--- src/rtl/reg_wb_arb_if.sv ---
// Writeback requester handshake: one instance per requester (ALU, load).
`ifndef FULLW
`define FULLW 32
`endif

interface reg_wb_arb_if #(parameter int ADDR_WIDTH = 4);
    logic                  valid;
    logic [ADDR_WIDTH-1:0] addr;
    logic [`FULLW-1:0]     data;
    logic                  ready;

    modport master (output valid, output addr, output data, input ready);
    modport slave  (input valid, input addr, input data, output ready);
endinterface

--- src/rtl/reg_wb_arb.sv ---
// Round-robin arbiter for two register-file writeback requesters, with a
// pending-write scoreboard that drives the decode hazard stall.
`ifndef FULLW
`define FULLW 32
`endif

module reg_wb_arb #(
    parameter int ADDR_WIDTH = 4
) (
    input  logic                       clk,
    input  logic                       reset,
    input  logic                       en,
    reg_wb_arb_if.slave                a_if,
    reg_wb_arb_if.slave                m_if,
    input  logic                       iss_valid,
    input  logic [ADDR_WIDTH-1:0]      iss_addr,
    input  logic [ADDR_WIDTH-1:0]      hz_in1,
    input  logic [ADDR_WIDTH-1:0]      hz_in2,
    output logic                       stall,
    output logic                       we,
    output logic [ADDR_WIDTH-1:0]      wa,
    output logic [`FULLW-1:0]          wd,
    output logic                       pc_wr,
    output logic [(1<<ADDR_WIDTH)-1:0] pend
);
    localparam int NREG = 1 << ADDR_WIDTH;
    localparam logic [ADDR_WIDTH-1:0] PC_ADDR = ADDR_WIDTH'(15);

    logic                  last_m_q;
    logic                  we_q, pc_wr_q;
    logic [ADDR_WIDTH-1:0] wa_q;
    logic [`FULLW-1:0]     wd_q;
    logic [NREG-1:0]       pend_q, pend_d;

    logic                  grant_a, grant_m;
    logic                  a_rdy, m_rdy, xfer;
    logic [ADDR_WIDTH-1:0] x_addr;
    logic [`FULLW-1:0]     x_data;

    // last_m_q=1 means M won last, so A has priority on the next conflict
    always_comb begin
        grant_a = a_if.valid && (!m_if.valid || last_m_q);
        grant_m = m_if.valid && !grant_a;
        a_rdy   = reset && en && grant_a;
        m_rdy   = reset && en && grant_m;
        xfer    = a_rdy || m_rdy;
        x_addr  = a_rdy ? a_if.addr : m_if.addr;
        x_data  = a_rdy ? a_if.data : m_if.data;
        pend_d  = pend_q;
        if (xfer)
            pend_d[x_addr] = 1'b0;
        // set after clear: a newly issued producer stays outstanding
        if (en && iss_valid)
            pend_d[iss_addr] = 1'b1;
    end

    assign a_if.ready = a_rdy;
    assign m_if.ready = m_rdy;

    always_ff @(posedge clk or negedge reset) begin
        if (!reset) begin
            last_m_q <= 1'b1;
            we_q     <= 1'b0;
            pc_wr_q  <= 1'b0;
            wa_q     <= '0;
            wd_q     <= '0;
            pend_q   <= '0;
        end else begin
            we_q    <= xfer;
            pc_wr_q <= xfer && (x_addr == PC_ADDR);
            pend_q  <= pend_d;
            if (xfer) begin
                wa_q     <= x_addr;
                wd_q     <= x_data;
                last_m_q <= m_rdy;
            end
        end
    end

    assign stall = pend_q[hz_in1] | pend_q[hz_in2];
    assign we    = we_q;
    assign wa    = wa_q;
    assign wd    = wd_q;
    assign pc_wr = pc_wr_q;
    assign pend  = pend_q;
endmodule

--- src/flat_wrapper.sv ---
// flat-port wrapper written by rule: the top's interface ports become plain ports
module reg_wb_arb_flat 
#(
    parameter int ADDR_WIDTH = 4
)
  (clk, reset, en, iss_valid, iss_addr, hz_in1, hz_in2, stall, we, wa, wd, pc_wr, pend, a_if_valid, a_if_addr, a_if_data, a_if_ready, m_if_valid, m_if_addr, m_if_data, m_if_ready);
  reg_wb_arb_if #(.ADDR_WIDTH(ADDR_WIDTH)) a_if_i ();
  reg_wb_arb_if #(.ADDR_WIDTH(ADDR_WIDTH)) m_if_i ();
  input  logic clk;
  input  logic reset;
  input  logic en;
  input  logic iss_valid;
  input  logic [ADDR_WIDTH-1:0] iss_addr;
  input  logic [ADDR_WIDTH-1:0] hz_in1;
  input  logic [ADDR_WIDTH-1:0] hz_in2;
  output logic stall;
  output logic we;
  output logic [ADDR_WIDTH-1:0] wa;
  output logic [`FULLW-1:0] wd;
  output logic pc_wr;
  output logic [(1<<ADDR_WIDTH)-1:0] pend;
  input wire logic [$bits(a_if_i.valid)-1:0] a_if_valid;
  input wire logic [$bits(a_if_i.addr)-1:0] a_if_addr;
  input wire logic [$bits(a_if_i.data)-1:0] a_if_data;
  output wire logic [$bits(a_if_i.ready)-1:0] a_if_ready;
  input wire logic [$bits(m_if_i.valid)-1:0] m_if_valid;
  input wire logic [$bits(m_if_i.addr)-1:0] m_if_addr;
  input wire logic [$bits(m_if_i.data)-1:0] m_if_data;
  output wire logic [$bits(m_if_i.ready)-1:0] m_if_ready;
  assign a_if_i.valid = a_if_valid;
  assign a_if_i.addr = a_if_addr;
  assign a_if_i.data = a_if_data;
  assign a_if_ready = a_if_i.ready;
  assign m_if_i.valid = m_if_valid;
  assign m_if_i.addr = m_if_addr;
  assign m_if_i.data = m_if_data;
  assign m_if_ready = m_if_i.ready;
  reg_wb_arb #(.ADDR_WIDTH(ADDR_WIDTH)) u_core (.clk(clk), .reset(reset), .en(en), .a_if(a_if_i), .m_if(m_if_i), .iss_valid(iss_valid), .iss_addr(iss_addr), .hz_in1(hz_in1), .hz_in2(hz_in2), .stall(stall), .we(we), .wa(wa), .wd(wd), .pc_wr(pc_wr), .pend(pend));
endmodule
--- config.mk ---
export PLATFORM = sky130hd
export DESIGN_NAME = reg_wb_arb_flat
export DESIGN_NICKNAME = d
export VERILOG_FILES = /design/src/rtl/reg_wb_arb_if.sv /design/src/rtl/reg_wb_arb.sv /design/src/flat_wrapper.sv
export SDC_FILE = /design/constraint.sdc
export NUM_CORES = 1
export LEC_CHECK = 0
export BUFFER_PORTS_ARGS = -buffer_cell sky130_fd_sc_hd__buf_4
export CAP_MARGIN = 40
export CORE_MARGIN = 3
export CORE_UTILIZATION = 41
export DETAILED_ROUTE_END_ITERATION = 10
export PLACE_DENSITY = 0.76
export SLEW_MARGIN = 10
export SYNTH_ARGS = -nofsm -noshare
export SYNTH_HDL_FRONTEND = slang
export SYNTH_SLANG_ARGS = --single-unit
--- constraint.sdc ---
create_clock -name clk -period 1.8 [get_ports clk]
set_clock_uncertainty 0.05 [all_clocks]
set_input_delay 0.09 -clock clk [delete_from_list [all_inputs] [get_ports clk]]
set_output_delay 0.09 -clock clk [all_outputs]
set_load 0.02 [all_outputs]
==> load_flow_metrics.sql <==
INSERT INTO impl_metrics (metric_group, metric, value, unit) VALUES
('logic_synthesis', 'number_of_enable_flip_flop_cells_after_synthesis', '0', ''),
('floorplanning', 'floorplan.die.width', '89.34', 'µm'),
('logic_synthesis', 'synthCells', '291', ''),
('clocking', 'clock_buffers_created_by_tritoncts', '5', ''),
('routing', 'mean_number_of_vias_per_cell', '5.575', ''),
('floorplanning', 'core_area', '6531', 'µm²'),
('outcome', 'status', 'finished with violations', ''),
('final_layout', 'mostFrequentLayoutCells', 'sky130_fd_sc_hd__buf_4 (160), sky130_fd_sc_hd__dfrtp_1 (54), sky130_fd_sc_hd__inv_1 (39), sky130_fd_sc_hd__o22ai_1 (36), sky130_fd_sc_hd__a21oi_1 (32)', ''),
('routing', 'topRoutingLayerUsed', 'met4', ''),
('placement', 'numPortBuffers', '146', ''),
('sta', 'timing_max_transition_violations_final', '0', ''),
('sta', 'grt_setup_unrepaired', 'true', ''),
('routing', 'detailed_route_wire_length', '8835', 'µm'),
('sta', 'max_clock_freq', '524.1', 'MHz'),
('placement', 'detailed_place.area', '4060', 'µm²'),
('final_layout', 'layout.cell_area.non_filler', '4229', 'µm²'),
('critical_path', 'critical_path.slowest_cell', 'sky130_fd_sc_hd__mux4_2', ''),
('routing', 'drt.antenna.violating_nets', '0', ''),
('floorplanning', 'num_io_pins', '147', ''),
('global_routing', 'global_route_wire_length_before_repair', '14030', 'µm'),
('floorplanning', 'initial_core_util', '43.60', '%'),
('routing', 'wl_per_cell', '16.83', 'µm'),
('critical_path', 'critical-path-max-stage-delay', '0.46', 'ns'),
('final_layout', 'fillcell_total', '562', ''),
('power', 'power_frac_comb', '42.3', '%'),
('sta', 'report.final.setup_viol', '1', ''),
('routing', 'vias', '2927', ''),
('power', 'power.ir.vdd_worst', '0.5065', 'mV'),
('power', 'power_density', '982.6', 'nW/µm²'),
('logic_synthesis', 'synthesis.area_per_instance', '9.786', 'µm²'),
('sta', 'worst_setup_slack_after_layout', '-0.1082', 'ns'),
('clocking', 'clk_transition_reported_paths', '0.10', 'ns'),
('floorplanning', 'die_ar', '7982', 'µm²'),
('global_routing', 'global_route.usage.total', '22.75', '%'),
('global_routing', 'grt_start_max_net_pins', '55', ''),
('clocking', 'insertion_delay', '0.30', 'ns'),
('logic_synthesis', 'synth_warnings', '0', ''),
('power', 'p_leak', '0.002089', 'µW'),
('final_layout', 'layout_commonest_cell', 'sky130_fd_sc_hd__buf_4', ''),
('logic_synthesis', 'postSynth.topFlopCell', 'sky130_fd_sc_hd__dfrtp_1', ''),
('critical_path', 'crit_path_start_kind', 'register', ''),
('final_layout', 'area_growth', '48.51', '%'),
('global_routing', 'antenna_found_initial', '0', ''),
('floorplanning', 'std_cell_rows', '29', ''),
('sta', 'final.min_clock_period', '1.908', 'ns'),
('power', 'p_switching', '1500', 'µW'),
('clocking', 'clock_tree.root_cell', 'sky130_fd_sc_hd__clkbuf_8', ''),
('critical_path', 'critPathBufInv', '1', ''),
('clocking', 'clock-sinks', '55', ''),
('logic_synthesis', 'mappedNetlistNets', '381', ''),
('routing', 'initialDrtViolationCount', '168', ''),
('critical_path', 'path_class', 'register to primary output', ''),
('clocking', 'h-tree-depth', '2', ''),
('critical_path', 'worstPathRequired', '1.66', 'ns'),
('logic_synthesis', 'postSynth.asyncResetShare', '100.0', '%'),
('critical_path', 'setup.worst_path.end_class', 'primary output', ''),
('logic_synthesis', 'netlist_area', '2848', 'µm²'),
('routing', 'route.met3.wl', '821', 'µm'),
('floorplanning', 'floorplan.die.height', '89.34', 'µm'),
('final_layout', 'final_layout_size_suffix_gt1_share', '41.07', '%'),
('routing', 'met2RoutedLength', '4406', 'µm'),
('outcome', 'failed_checks', 'setup timing', ''),
('logic_synthesis', 'synth_cell_types', '42', ''),
('worst_hold_path', 'min_path_type', 'input pin to register', ''),
('final_layout', 'insertedDiodeCount', '0', ''),
('placement', 'gpl.final_weighted_congestion', '0.9099', ''),
('power', 'p_seq_share', '42.0', '%'),
('logic_synthesis', 'synth.yosys.seq_area_share', '48.37', '%'),
('final_layout', 'final_core_util', '64.75', '%'),
('placement', 'hpwlAfterDp', '6936', 'µm'),
('final_layout', 'seqCellArea', '1378', 'µm²');
## flip-flops by register name, summed over array words and instances (netlist names)
register	flops
u_core.pc_wr	1
u_core.wa	4
u_core.we	1
u_core.last_m_q	1
u_core.wd	32
u_core.pend	16
## cells by family (layout without fill, tap and decap cells)
kind of cell           Yosys count  after routing  share of synthesized area [%]
AOI/OAI and AO/OA               98             98                          21.53
buffers and inverters           53            210                          7.513
DFF                             55             55                          48.37
muxes                           12             12                          7.777
and+or+nand+nor                 73             73                          14.81
## worst register-to-register path, stage by stage (launching register included)
cell,delay (ns)
sky130_fd_sc_hd__dfstp_2,0.56
sky130_fd_sc_hd__nand2b_1,0.25
sky130_fd_sc_hd__nand4b_4,0.15
sky130_fd_sc_hd__or3_1,0.33
sky130_fd_sc_hd__a32o_1,0.26
## synthesized netlist by cell type (2+ instances only)
library cell / instances / share of area, %
sky130_fd_sc_hd__dfrtp_1: 54 / 47
sky130_fd_sc_hd__inv_1: 39 / 5.1
sky130_fd_sc_hd__o22ai_1: 36 / 7.9
sky130_fd_sc_hd__a21oi_1: 32 / 5.6
sky130_fd_sc_hd__nand2_1: 20 / 2.6
sky130_fd_sc_hd__nand2b_1: 11 / 2.4
sky130_fd_sc_hd__a32o_1: 9 / 3.2
sky130_fd_sc_hd__mux4_2: 8 / 6.3
sky130_fd_sc_hd__nor2_1: 8 / 1.1
sky130_fd_sc_hd__o21ai_0: 8 / 1.4
sky130_fd_sc_hd__buf_2: 6 / 1.1
sky130_fd_sc_hd__nand3_1: 6 / 1.1
sky130_fd_sc_hd__nor2b_1: 5 / 1.1
sky130_fd_sc_hd__a31oi_1: 4 / 0.88
sky130_fd_sc_hd__clkbuf_1: 4 / 0.53
sky130_fd_sc_hd__a211oi_1: 3 / 0.79
sky130_fd_sc_hd__buf_1: 3 / 0.40
sky130_fd_sc_hd__mux2i_1: 3 / 1.1
sky130_fd_sc_hd__nand4_1: 3 / 0.66
sky130_fd_sc_hd__nor3_1: 3 / 0.53
sky130_fd_sc_hd__nor4b_1: 3 / 0.92
sky130_fd_sc_hd__and3_1: 2 / 0.44
sky130_fd_sc_hd__or3_1: 2 / 0.44
## power by group through the flow
| stage | clock (µW) | sequential (µW) | combinational (µW) |
|---|---|---|---|
| finish | 652 | 1740 | 1760 |
| detailed placement | 0 | 1780 | 1700 |
| floorplan | 0 | 2100 | 511 |
| CTS | 673 | 1750 | 1770 |
| global placement | 0 | 1760 | 1670 |
| global route | 716 | 1790 | 1900 |
## per-layer routing
| metal | GRT usage [%] | vias to the layer above |
|---|---|---|
| met3 | 6.175 | 10 |
| met5 | 0 | - |
| met4 | 5.277 | 0 |
| li1 | - | 1383 |
| met2 | 39.32 | 132 |
| met1 | 28.42 | 1402 |
## final cells by class
cell class              instances  area share [%]
well taps                      77           2.278
inverters                      39           3.462
multi-input cells             183           30.15
clock buffers                   5           1.627
repair buffers                164           29.59
clock inverters                 2          0.3254
flip-flops and latches         55           32.57
## worst paths after layout
kind	start	to	slack, ns	cells past startpoint
worst max-delay path	u_core.pend[0]	stall	-0.11	5
worst min-delay path	a_if_data[17]	u_core.wd[17]	0.0003	3
worst max register to register	u_core.last_m_q	u_core.pend[8]	0.10	4
worst min register to register	u_core.wd[4]	u_core.wd[4]	0.47	2
max in group asynchronous	reset	u_core.pend[9]	0.79	3
min in group asynchronous	reset	u_core.last_m_q	0.24	2
## stage by stage
step / setup WS, ns / TNS [ns] / cells / hold slack (ns)
floorplan: 0.1265 / 0 / 291 / -0.2556
global placement: 0.09070 / 0 / 510 / 0.01398
detailed placement: 0.09588 / 0 / 510 / 0.01461
CTS: -0.09904 / -0.09904 / 525 / 0.001476
global route: -0.1594 / -0.1594 / 525 / 0.009298
finish: -0.1082 / -0.1082 / 525 / 0.0003458
## what timing repair did
item | CTS | global route
setup buffers | 5 | 0
hold buffers | 3 | 0
endpoints found under the hold margin | 57 | 0
setup endpoints to repair | 1 | 3
resized for setup | 2 | 2
pin swaps | 1 | 2
Power figures use the tool's default switching activity.
